### src/rtl/poop_dispatcher.sv
// poop_dispatcher: turns the fire button into one-hot deploy pulses, picks the
// lowest free poop slot, latches the bird position as launch coordinates and
// keeps per-slot occupancy (lifetime timeout or external release).
//
// Output handshake: deploy_poop and fire_dropped are valid-only pulses with no
// ready/backpressure. A set bit means "this cycle" and the pulse lasts exactly
// one clock; the consumer must sample it on the cycle it is high.
module poop_dispatcher #(
   parameter int NUM_OF_POOPS    = 8,
   parameter int COOLDOWN_FRAMES = 4,
   parameter int LIFETIME_FRAMES = 120
) (
   input  logic                                    clk,
   input  logic                                    resetN,
   input  logic                                    startOfFrame,
   input  logic                                    fire_request,
   input  logic signed [10:0]                      bird_x,
   input  logic signed [10:0]                      bird_y,
   input  logic [NUM_OF_POOPS-1:0]                 slot_release,
   output logic [NUM_OF_POOPS-1:0]                 deploy_poop,
   output logic signed [NUM_OF_POOPS-1:0][1:0][10:0] initial_coordinates,
   output logic [NUM_OF_POOPS-1:0]                 slots_busy,
   output logic                                    fire_dropped,
   output logic [1:0]                              dbg_state
);

   localparam int LW = $clog2(LIFETIME_FRAMES + 1);
   localparam int CW = $clog2(COOLDOWN_FRAMES + 1);
   localparam int IW = (NUM_OF_POOPS > 1) ? $clog2(NUM_OF_POOPS) : 1;

   typedef enum logic [1:0] {
      READY    = 2'd0,
      FIRE     = 2'd1,
      COOLDOWN = 2'd2
   } state_t;

   state_t                   state;
   logic [CW-1:0]            cool_cnt;
   logic                     fire_prev;
   logic [LW-1:0]            life_cnt [NUM_OF_POOPS];

   logic                     fire_edge;
   logic                     free_found;
   logic [IW-1:0]            free_idx;
   logic                     take;
   logic                     drop;
   logic [NUM_OF_POOPS-1:0]  deploy_mask;

   assign dbg_state = state;

   // Lowest-index free slot, from the registered occupancy so a slot freed
   // this cycle only becomes allocatable next cycle.
   always_comb begin
      free_found = 1'b0;
      free_idx   = '0;
      for (int i = NUM_OF_POOPS - 1; i >= 0; i--) begin
         if (!slots_busy[i]) begin
            free_found = 1'b1;
            free_idx   = IW'(i);
         end
      end
   end

   assign fire_edge   = fire_request & ~fire_prev;
   assign take        = (state == READY) && fire_edge && free_found;
   assign drop        = (state == READY) && fire_edge && !free_found;
   assign deploy_mask = NUM_OF_POOPS'(1) << free_idx;

   // Shot FSM: edge detect, deploy/drop pulses and the frame-based cooldown.
   always_ff @(posedge clk) begin
      if (resetN) begin
         state        <= READY;
         cool_cnt     <= '0;
         fire_prev    <= 1'b1;
         deploy_poop  <= '0;
         fire_dropped <= 1'b0;
      end else begin
         fire_prev    <= fire_request;
         deploy_poop  <= '0;
         fire_dropped <= 1'b0;
         case (state)
            READY: begin
               if (take) begin
                  state       <= FIRE;
                  deploy_poop <= deploy_mask;
               end else if (drop) begin
                  fire_dropped <= 1'b1;
               end
            end
            FIRE: begin
               // Frame pulses during this cycle are deliberately not counted.
               state    <= COOLDOWN;
               cool_cnt <= CW'(COOLDOWN_FRAMES);
            end
            COOLDOWN: begin
               if (startOfFrame) begin
                  cool_cnt <= cool_cnt - CW'(1);
                  if (cool_cnt == CW'(1)) begin
                     state <= READY;
                  end
               end
            end
            default: begin
               state <= READY;
            end
         endcase
      end
   end

   // Slot bookkeeping: allocation, coordinate latch, lifetime and release.
   always_ff @(posedge clk) begin
      if (resetN) begin
         slots_busy          <= '0;
         initial_coordinates <= '0;
         for (int k = 0; k < NUM_OF_POOPS; k++) begin
            life_cnt[k] <= '0;
         end
      end else begin
         for (int k = 0; k < NUM_OF_POOPS; k++) begin
            if (take && (int'(free_idx) == k)) begin
               // New slot starts a full lifetime; a frame pulse now is ignored.
               slots_busy[k]             <= 1'b1;
               life_cnt[k]               <= LW'(LIFETIME_FRAMES);
               initial_coordinates[k][0] <= bird_x;
               initial_coordinates[k][1] <= bird_y;
            end else if (slots_busy[k]) begin
               // Counter only moves while busy, so it never wraps.
               if (startOfFrame) begin
                  life_cnt[k] <= life_cnt[k] - LW'(1);
               end
               if (slot_release[k] || (startOfFrame && life_cnt[k] == LW'(1))) begin
                  slots_busy[k] <= 1'b0;
               end
            end
         end
      end
   end

endmodule

### config.mk
export PLATFORM = sky130hd
export DESIGN_NAME = poop_dispatcher
export DESIGN_NICKNAME = d
export VERILOG_FILES = /design/src/rtl/poop_dispatcher.sv
export SDC_FILE = /design/constraint.sdc
export NUM_CORES = 1
export LEC_CHECK = 0
export ABC_AREA = 1
export CAP_MARGIN = 20
export CORE_ASPECT_RATIO = 1.75
export CORE_MARGIN = 10
export CORE_UTILIZATION = 51
export CTS_CLUSTER_SIZE = 12
export DETAILED_ROUTE_END_ITERATION = 10
export PLACE_DENSITY = 0.8
export RECOVER_POWER = 25
export SLEW_MARGIN = 15
export SYNTH_ARGS = -nofsm -noshare
export SYNTH_HDL_FRONTEND = slang
export SYNTH_SLANG_ARGS = --single-unit
### constraint.sdc
create_clock -name clk -period 2.45 [get_ports clk]
set_clock_uncertainty 0.15 [all_clocks]
set_input_delay 0.49 -clock clk [delete_from_list [all_inputs] [get_ports clk]]
set_output_delay 0.49 -clock clk [all_outputs]
set_load 0.02 [all_outputs]
# Word-level counts from Yosys, hierarchy flattened
# Memories as Yosys holds them, arrays and structs flattened.
# Cells that the tools add are included.
# op_classes
n_bitwise,20
n_lt_le_gt_ge,0
n_div,0
eq_ne,21
addsub,9
n_mul,0
mux,122
reduce_logical,35
shifts,1
# op_table
op,n
$mux 7,16
$mux 1,92
$eq 7x1->1 const B,8
$sub 7x1->7 const B,8
$mux 3,9
$logic_and 1x1->1,19
$or 1x1->1,16
$eq 3x3->1 const B,4
$logic_or 1x1->1,8
$shl 1x3->8 const A,1
$eq 3x1->1 const B,2
$eq 3x2->1 const B,2
$mux 2,3
$ne 2x2->1 const B,3
$pmux 2 s3,1
$pmux 3 s2,1
$reduce_or 3->1,2
$logic_not 3->1,1
$not 1->1,3
$reduce_and 3->1,1
$sub 3x1->3 const B,1
$eq 2x1->1 const B,1
$eq 2x2->1 const B,1
$logic_not 2->1,1
other kinds (4),4
# word_totals
latch_bits,0
inputBits,34
wordCells,231
mem_count,1
rom_bits,0
ram_bits,56
register_bits,199
out_inout_bits,195
# mem_list
memory,depth,word_bits,rd,rd_clocked_by_memory_dff,wr,line_no,rtl
life_cnt,8,7,8,0,8,40,logic [LW-1:0] life_cnt [NUM_OF_POOPS];

# Longest topological paths before layout
# Gate-level depths: netlist (run 1).
# logic_depth
word_depth,15
mapped_depth,13

# Least setup slack after synthesis (run 1)
# OpenSTA, ideal clock, no wires.
# synth_timing
path_kind,register to register
from,reg slots_busy[0]
to,mem life_cnt[1][10] in the netlist's numbering (enable)
n_path_buf,2
setup_time_ns,0.331
stages_incl_launch_ff,9
t_arrival_ns,1.762
setup_slack_ns,0.207
path_cell_list,dfxtp_1 -> buf_4 -> nand2_2 -> nor2_2 -> nand2_2 -> nor2_8 -> nand4_4 -> clkbuf_1 -> nand3_1
# synth_lines
element,line_no,rtl
"start, declared",22,"output logic [NUM_OF_POOPS-1:0] slots_busy,"
"start signal, assigned",113,slots_busy <= '0;
"start signal, assigned by index",122,slots_busy[k] <= 1'b1;
"start signal, assigned by index",132,slots_busy[k] <= 1'b0;
"end, declared",40,

# Worst setup path after layout (run 1)
# layout_timing
from,reg slots_busy[1]
to,out slots_busy[1]
# No word-level cell between the ends.

==> impl_metrics.csv, run 1 <==
group,metric,value,unit
run_status,status,"completed",
sta,finalHoldViolCount,0,
critical_path,worstPathArrival,1.71,ns
grt,grt_pass1_wl,53.25,mm
detailed_routing,postRouteAntennaNets,0,
finish,stdcell_count,1958,
clocking,clk_path_buf_depth,3,
synthesis,yosys_warnings,0,
clocking,ctsHoldBuffers,0,
synthesis,synth-edff-count,56,
synthesis,netlist.area_leader.share,0.3598,
floorplanning,die_w,131.4,um
synthesis,postSynthAreaPerCell,7.732,sq um
clocking,root_buffer,"clkbuf_16",
critical_path,reg2reg_slack,0.21,ns
finish,fillCellCount,1767,
clocking,cts_tree,"yes",
critical_path,critical_path_buf_inv_count,1,
grt,gr-usage-all-layers,0.2302,
worst_hold_path,hold_start,"resetN",
clocking,insertion_delay,0.53,ns
clocking,clkSinkCount,255,
critical_path,reg2reg_to,"initial_coordinates[24]$_SDFFE_PP0P_",
sta,rsz0062_at_grt,"no",
worst_hold_path,hp-class,"primary input to register",
critical_path,start_kind,"register",
grt,grt_max_degree,69,
critical_path,cpPeakStageDelay,0.68,ns
placed_design,gp_congestion,0.8641,
clocking,cts-resized-gates,0,
synthesis,yosys-top-cells-area,"dfxtp_1 (36%), edfxtp_1 (15%), nand2_1 (12%)",
synthesis,synth-main-ff-cell,"dfxtp_1",
critical_path,cpMaxStageDelayCell,"clkdlybuf4s50_1",
synthesis,synth_seq_cells,255,
floorplanning,io_pins,229,
critical_path,cp_cell_sequence,"clkdlybuf4s50_1",
detailed_routing,first_pass_iters,5,
placed_design,dp_cells,1918,
detailed_routing,vias,10109,
synthesis,synth_adder_area_share,0.02034,
floorplanning,die_h,214.9,um
critical_path,critPathKind,"register to output pin",
synthesis,synth_compound_area_frac,0.04498,
floorplanning,core_area,0.02141,sq mm
floorplanning,initial_utilization,0.5172,
synthesis,synth_cells,1432,
synthesis,post_synth_num_cell_types,35,
synthesis,ys_seq_area_frac,0.5117,
power,ir_drop,0.5059,mV
detailed_routing,drt_iter0_drc,773,
sta,maxSlewViolCount,0,
critical_path,crit_path_end,"slots_busy[1]",
clocking,numCtsBuffers,25,
floorplanning,die_area,0.02824,sq mm
finish,synthToLayoutAreaGrowth,30.68,%
clocking,clk_pin_slew,0.06,ns
synthesis,netlist_area,0.01107,sq mm
finish,layout-drive-gt1-share,0.04805,
grt,overflow,0,
critical_path,crit_fanout,6,
power,leakagePower,0.006458,uW
synthesis,yosysTopAreaCell,"dfxtp_1",
synthesis,synth_mux_area_frac,0,
placed_design,hpwlAfterDp,24.30,mm
detailed_routing,vias_per_cell,5.163,
clocking,h-tree-depth,1,
sta,post-route-period-util,0.9580,
critical_path,end_kind,"output pin",
floorplanning,core.rowCount,71,
critical_path,r2r_start,"slots_busy[1]$_SDFF_PP0_",
sta,tightestPinTransition,0.6051,ns
critical_path,worstPathRequired,1.81,ns
run,maxCapViolCount,0,
worst_hold_path,hold_path_depth,3,
synthesis,syn-num-nets,1484,
grt,grt_pass1_vias,9860,
critical_path,startpoint,"slots_busy[1]$_SDFF_PP0_",
sta,max_freq,426.0,MHz
power,p_per_area,582.9,mW/mm^2
sta,period_minus_slack,2.347,ns
sta,finalSetupViolCount,0,
detailed_routing,drc,0,
sta,hold_ws,0.2277,ns
synthesis,async_reset_ff_frac,0,
detailed_routing,wirelength,33.75,mm
sta,max_slew_margin,0.5953,
clocking,cts_setup_buffers,0,
grt,antenna_found_initial,1,
synthesis,synth_top_family_by_area,"simple AND/OR/NAND/NOR gates",
critical_path,reg2reg_depth,9,
critical_path,path_delay_family,"buffers and inverters",
finish,final_nets,1705,
synthesis,synth_xor_area_frac,0.02215,
synthesis,synthSimpleGateAreaFrac,0.3015,
placed_design,numPortBuffers,228,
critical_path,worstSetupPathDepth,1,
detailed_routing,wl_per_cell,17.24,um
cell usage after synthesis, drive strengths merged (18+ instances only):
cell and count:
dfxtp 199, ha 18, nand2 366, nand3 116, clkbuf 40, nor2 166
a21oi 70, inv 202, edfxtp 56, nand4 79, buf 39, xor2 19
routing by layer:
layer	vias up	GRT usage	share of wire
li1	4984	-	-
met2	373	0.4195	0.52
met4	0	0.1381	0.061
met3	108	0.04834	0.066
met5	-	0	0
met1	4644	0.2354	0.35
flip-flops by register name, indices dropped and copies added, names as in the netlist:
signal,flops
cool_cnt,3
dbg_state,2
deploy_poop,8
fire_dropped,1
fire_prev,1
initial_coordinates,176
life_cnt,56
slots_busy,8
kinds of logic after synthesis:
| family | count (synthesis) |
|---|---|
| buffers and inverters | 281 |
| AOI/OAI and AO/OA | 93 |
| adders and majority gates | 18 |
| DFF | 255 |
| xor gates and xnor gates | 28 |
| and+or+nand+nor | 757 |
per-stage QoR:
| stage | setup WS (ns) | utilization | setup TNS [ns] | instance area (sq um) | power (uW) |
|---|---|---|---|---|---|
| final | 0.1028 | 0.6758 | 0 | 14470 | 8434 |
| after global routing | 0.02004 | 0.6758 | 0 | 14470 | 8714 |
| after CTS | 0.08792 | 0.6780 | 0 | 14520 | 8499 |
| after detailed placement | 0.002365 | 0.6454 | 0 | 13820 | 5086 |
| after global placement | -0.002338 | 0.6454 | -0.01549 | 13820 | 5073 |
| after floorplan | 0.2071 | - | 0 | 11070 | 4801 |
worst min path at each step:
stage                                      endpoint  slack, ns
2_1_floorplan              cool_cnt[0]$_SDFFE_PP0P_       0.30
3_3_place_gp   initial_coordinates[66]$_SDFFE_PP0P_       0.30
3_5_place_dp   initial_coordinates[48]$_SDFFE_PP0P_       0.30
4_1_cts                        fire_prev$_SDFF_PP1_       0.21
5_1_grt                        fire_prev$_SDFF_PP1_       0.25
6_report                       fire_prev$_SDFF_PP1_       0.23
where the power goes:
part / total [uW] / switching [uW] / internal [uW]
clock: 3440 / 1540 / 1900
combinational: 576 / 370 / 206
sequential: 4410 / 50.2 / 4360
total: 8430 / 1960 / 6470
placed cells by master (no fill, tap or decap), drive strengths merged:
| cell type | count |
|---|---|
| a21boi | 2 |
| a21oi | 70 |
| a31oi | 2 |
| buf | 32 |
| clkbuf | 51 |
| clkdlybuf4s50 | 182 |
| clkinvlp | 1 |
| dfxtp | 199 |
| diode | 1 |
| dlygate4sd3 | 45 |
| edfxtp | 56 |
| ha | 18 |
| inv | 203 |
| nand2 | 366 |
| nand3 | 116 |
| nand3b | 6 |
| nand4 | 79 |
| nor2 | 166 |
| nor3 | 15 |
| nor3b | 3 |
| nor4 | 2 |
| o21ai | 11 |
| o21bai | 3 |
| o22ai | 1 |
| o31ai | 4 |
| or2 | 4 |
| xnor2 | 9 |
| xor2 | 19 |
area by class of cell:
class                           instances  area [sq um]  share of cell area
Sequential cell                       255          5665              0.3916
Tap cell                              292         365.4             0.02525
Clock buffer                           37         680.7             0.04704
Inverter                              202         760.7             0.05258
Timing Repair Buffer                  273          2671              0.1846
Antenna cell                            1         2.502           0.0001730
Clock inverter                          2         16.27            0.001124
Multi-Input combinational cell        896          4307              0.2976
Power figures use the tool's default switching activity.
==> inputs of run 2 (changes only) <==
- CAP_MARGIN: 20 -> unset
- CORE_MARGIN: 10 -> unset
==> run 2 against run 1 <==
Compared with the run above:
- hold slack worse by 0.11 ns
- die area down 21%
- core utilization down 0.070 points
- largest power group unchanged
==> impl_metrics.csv, run 2 (synthesis results as in run 1) <==
group,metric,value,unit
finish,regMostFlops,"initial_coordinates",
detailed_routing,wirelength,31.88,mm
grt,grt_pass1_vias,9655,
grt,grt_pass1_wl,49.27,mm
sta,fin_ws,0.1007,ns
power,leakagePower,0.006427,uW
detailed_routing,drt_iter0_drc,638,
critical_path,reg2reg_depth,9,
floorplanning,die_h,196.9,um
critical_path,cpPeakStageDelay,0.68,ns
clocking,clk_pin_slew,0.06,ns
clocking,clk_path_buf_depth,3,
clocking,h-tree-depth,1,
clocking,cts_setup_buffers,0,
critical_path,cp_cell_sequence,"clkdlybuf4s50_1",
critical_path,end_kind,"output pin",
placed_design,gp_congestion,0.8499,
finish,reg_top3,"initial_coordinates (176), life_cnt (56)",
finish,final_cell_mix,"nand2_1 (363), inv_1 (200), dfxtp_1 (199)",
grt,grt_max_degree,80,
clocking,numCtsBuffers,25,
clocking,clkSinkCount,255,
detailed_routing,wl_per_cell,16.26,um
finish,final_area,0.01445,sq mm
finish,diodes,0,
detailed_routing,vias_per_cell,5.180,
sta,max_slew_margin,0.5619,
sta,hold_ws,0.1185,ns
placed_design,dpl_cell_area,0.01381,sq mm
finish,fin_util,0.6751,
sta,max_freq,425.7,MHz
detailed_routing,postRouteAntennaNets,0,
detailed_routing,drc,0,
sta,period_minus_slack,2.349,ns
critical_path,critPathKind,"register to output pin",
grt,gr-usage-all-layers,0.2831,
floorplanning,die_area,0.02233,sq mm
clocking,cts-resized-gates,0,
floorplanning,core_area,0.02141,sq mm
critical_path,worstPathRequired,1.81,ns
power,ir_drop,0.6189,mV
sta,finalSetupViolCount,0,
placed_design,place_ws,-0.1779,ns
grt,overflow,0,
finish,fillCellCount,1767,
detailed_routing,vias,10158,
critical_path,critical_path_buf_inv_count,1,
floorplanning,core.rowCount,71,
critical_path,worstSetupPathDepth,1,
sta,maxSlewViolCount,0,
finish,layout-drive-gt1-share,0.05093,
clocking,root_buffer,"clkbuf_16",
floorplanning,io_pins,229,
clocking,ctsHoldBuffers,0,
placed_design,numPortBuffers,228,
floorplanning,initial_utilization,0.5172,
sta,finalHoldViolCount,0,
finish,largest_register_ff_count,176,
worst_hold_path,hold_path_depth,2,
finish,final_common_cell,"nand2_1",
worst_hold_path,hp-class,"primary input to register",
floorplanning,die_w,113.4,um
placed_design,hpwlAfterDp,22.47,mm
finish,final_nets,1709,
sta,tightestPinTransition,0.6572,ns
finish,synthToLayoutAreaGrowth,30.55,%
power,p_per_area,582.5,mW/mm^2
clocking,insertion_delay,0.51,ns
sta,post-route-period-util,0.9589,
detailed_routing,first_pass_iters,5,
critical_path,path_delay_family,"buffers and inverters",
run_status,status,"completed",
run,maxCapViolCount,0,
sta,rsz0062_at_grt,"no",
critical_path,crit_fanout,6,
grt,antenna_found_initial,0,
clocking,cts_tree,"yes",
critical_path,start_kind,"register",
critical_path,cpMaxStageDelayCell,"clkdlybuf4s50_1",
critical_path,worstPathArrival,1.71,ns
run 2: path summary, 6_finish.rpt:
check / slack, ns / startpoint / end
worst max register to register: 0.25 / slots_busy[6]$_SDFF_PP0_ / life_cnt[1][21]$_SDFFCE_PP0P_
worst min-delay path: 0.12 / resetN / slots_busy[7]$_SDFF_PP0_
worst max-delay path: 0.10 / slots_busy[4]$_SDFF_PP0_ / slots_busy[4]
worst min register to register: 0.31 / initial_coordinates[48]$_SDFFE_PP0P_ / initial_coordinates[48]$_SDFFE_PP0P_
run 2: through the flow:
step           setup TNS [ns]  total power (uW)  instances
4_1_cts                     0              8478       1961
5_1_grt                     0              8696       1961
3_5_place_dp           -10.40              5070       1922
2_1_floorplan               0              4801       1432
6_report                    0              8419       1961
3_3_place_gp           -1.533              5059       1922
run 2: where the power goes:
group	leakage, uW	internal [uW]	switching (uW)
Combinational	0.00392	201	362
Clock	0.000337	1930	1510
Sequential	0.00217	4360	50.1
Total	0.00643	6490	1920
run 2: cell type report:
class | count | area, sq um | share of cell area
Clock buffer | 39 | 698.2 | 0.04830
Inverter | 202 | 760.7 | 0.05263
Multi-Input combinational cell | 896 | 4302 | 0.2976
Sequential cell | 255 | 5665 | 0.3920
Tap cell | 292 | 365.4 | 0.02528
Timing Repair Buffer | 277 | 2663 | 0.1842
run 2: routing by layer:
metal / vias up / wire (um) / track usage / part of all wire
met5: - / 0 / 0 / 0
met4: 0 / 2356 / 0.1969 / 0.074
met3: 128 / 2214 / 0.05781 / 0.069
met2: 385 / 16250 / 0.5178 / 0.51
met1: 4678 / 11060 / 0.2831 / 0.35
li1: 4967 / - / - / -
==> inputs of run 3 (changes only) <==
- GPL_TIMING_DRIVEN: unset -> 1
==> results of run 3 <==
No change in the layout: final DEF, timing and power equal those of run 2.
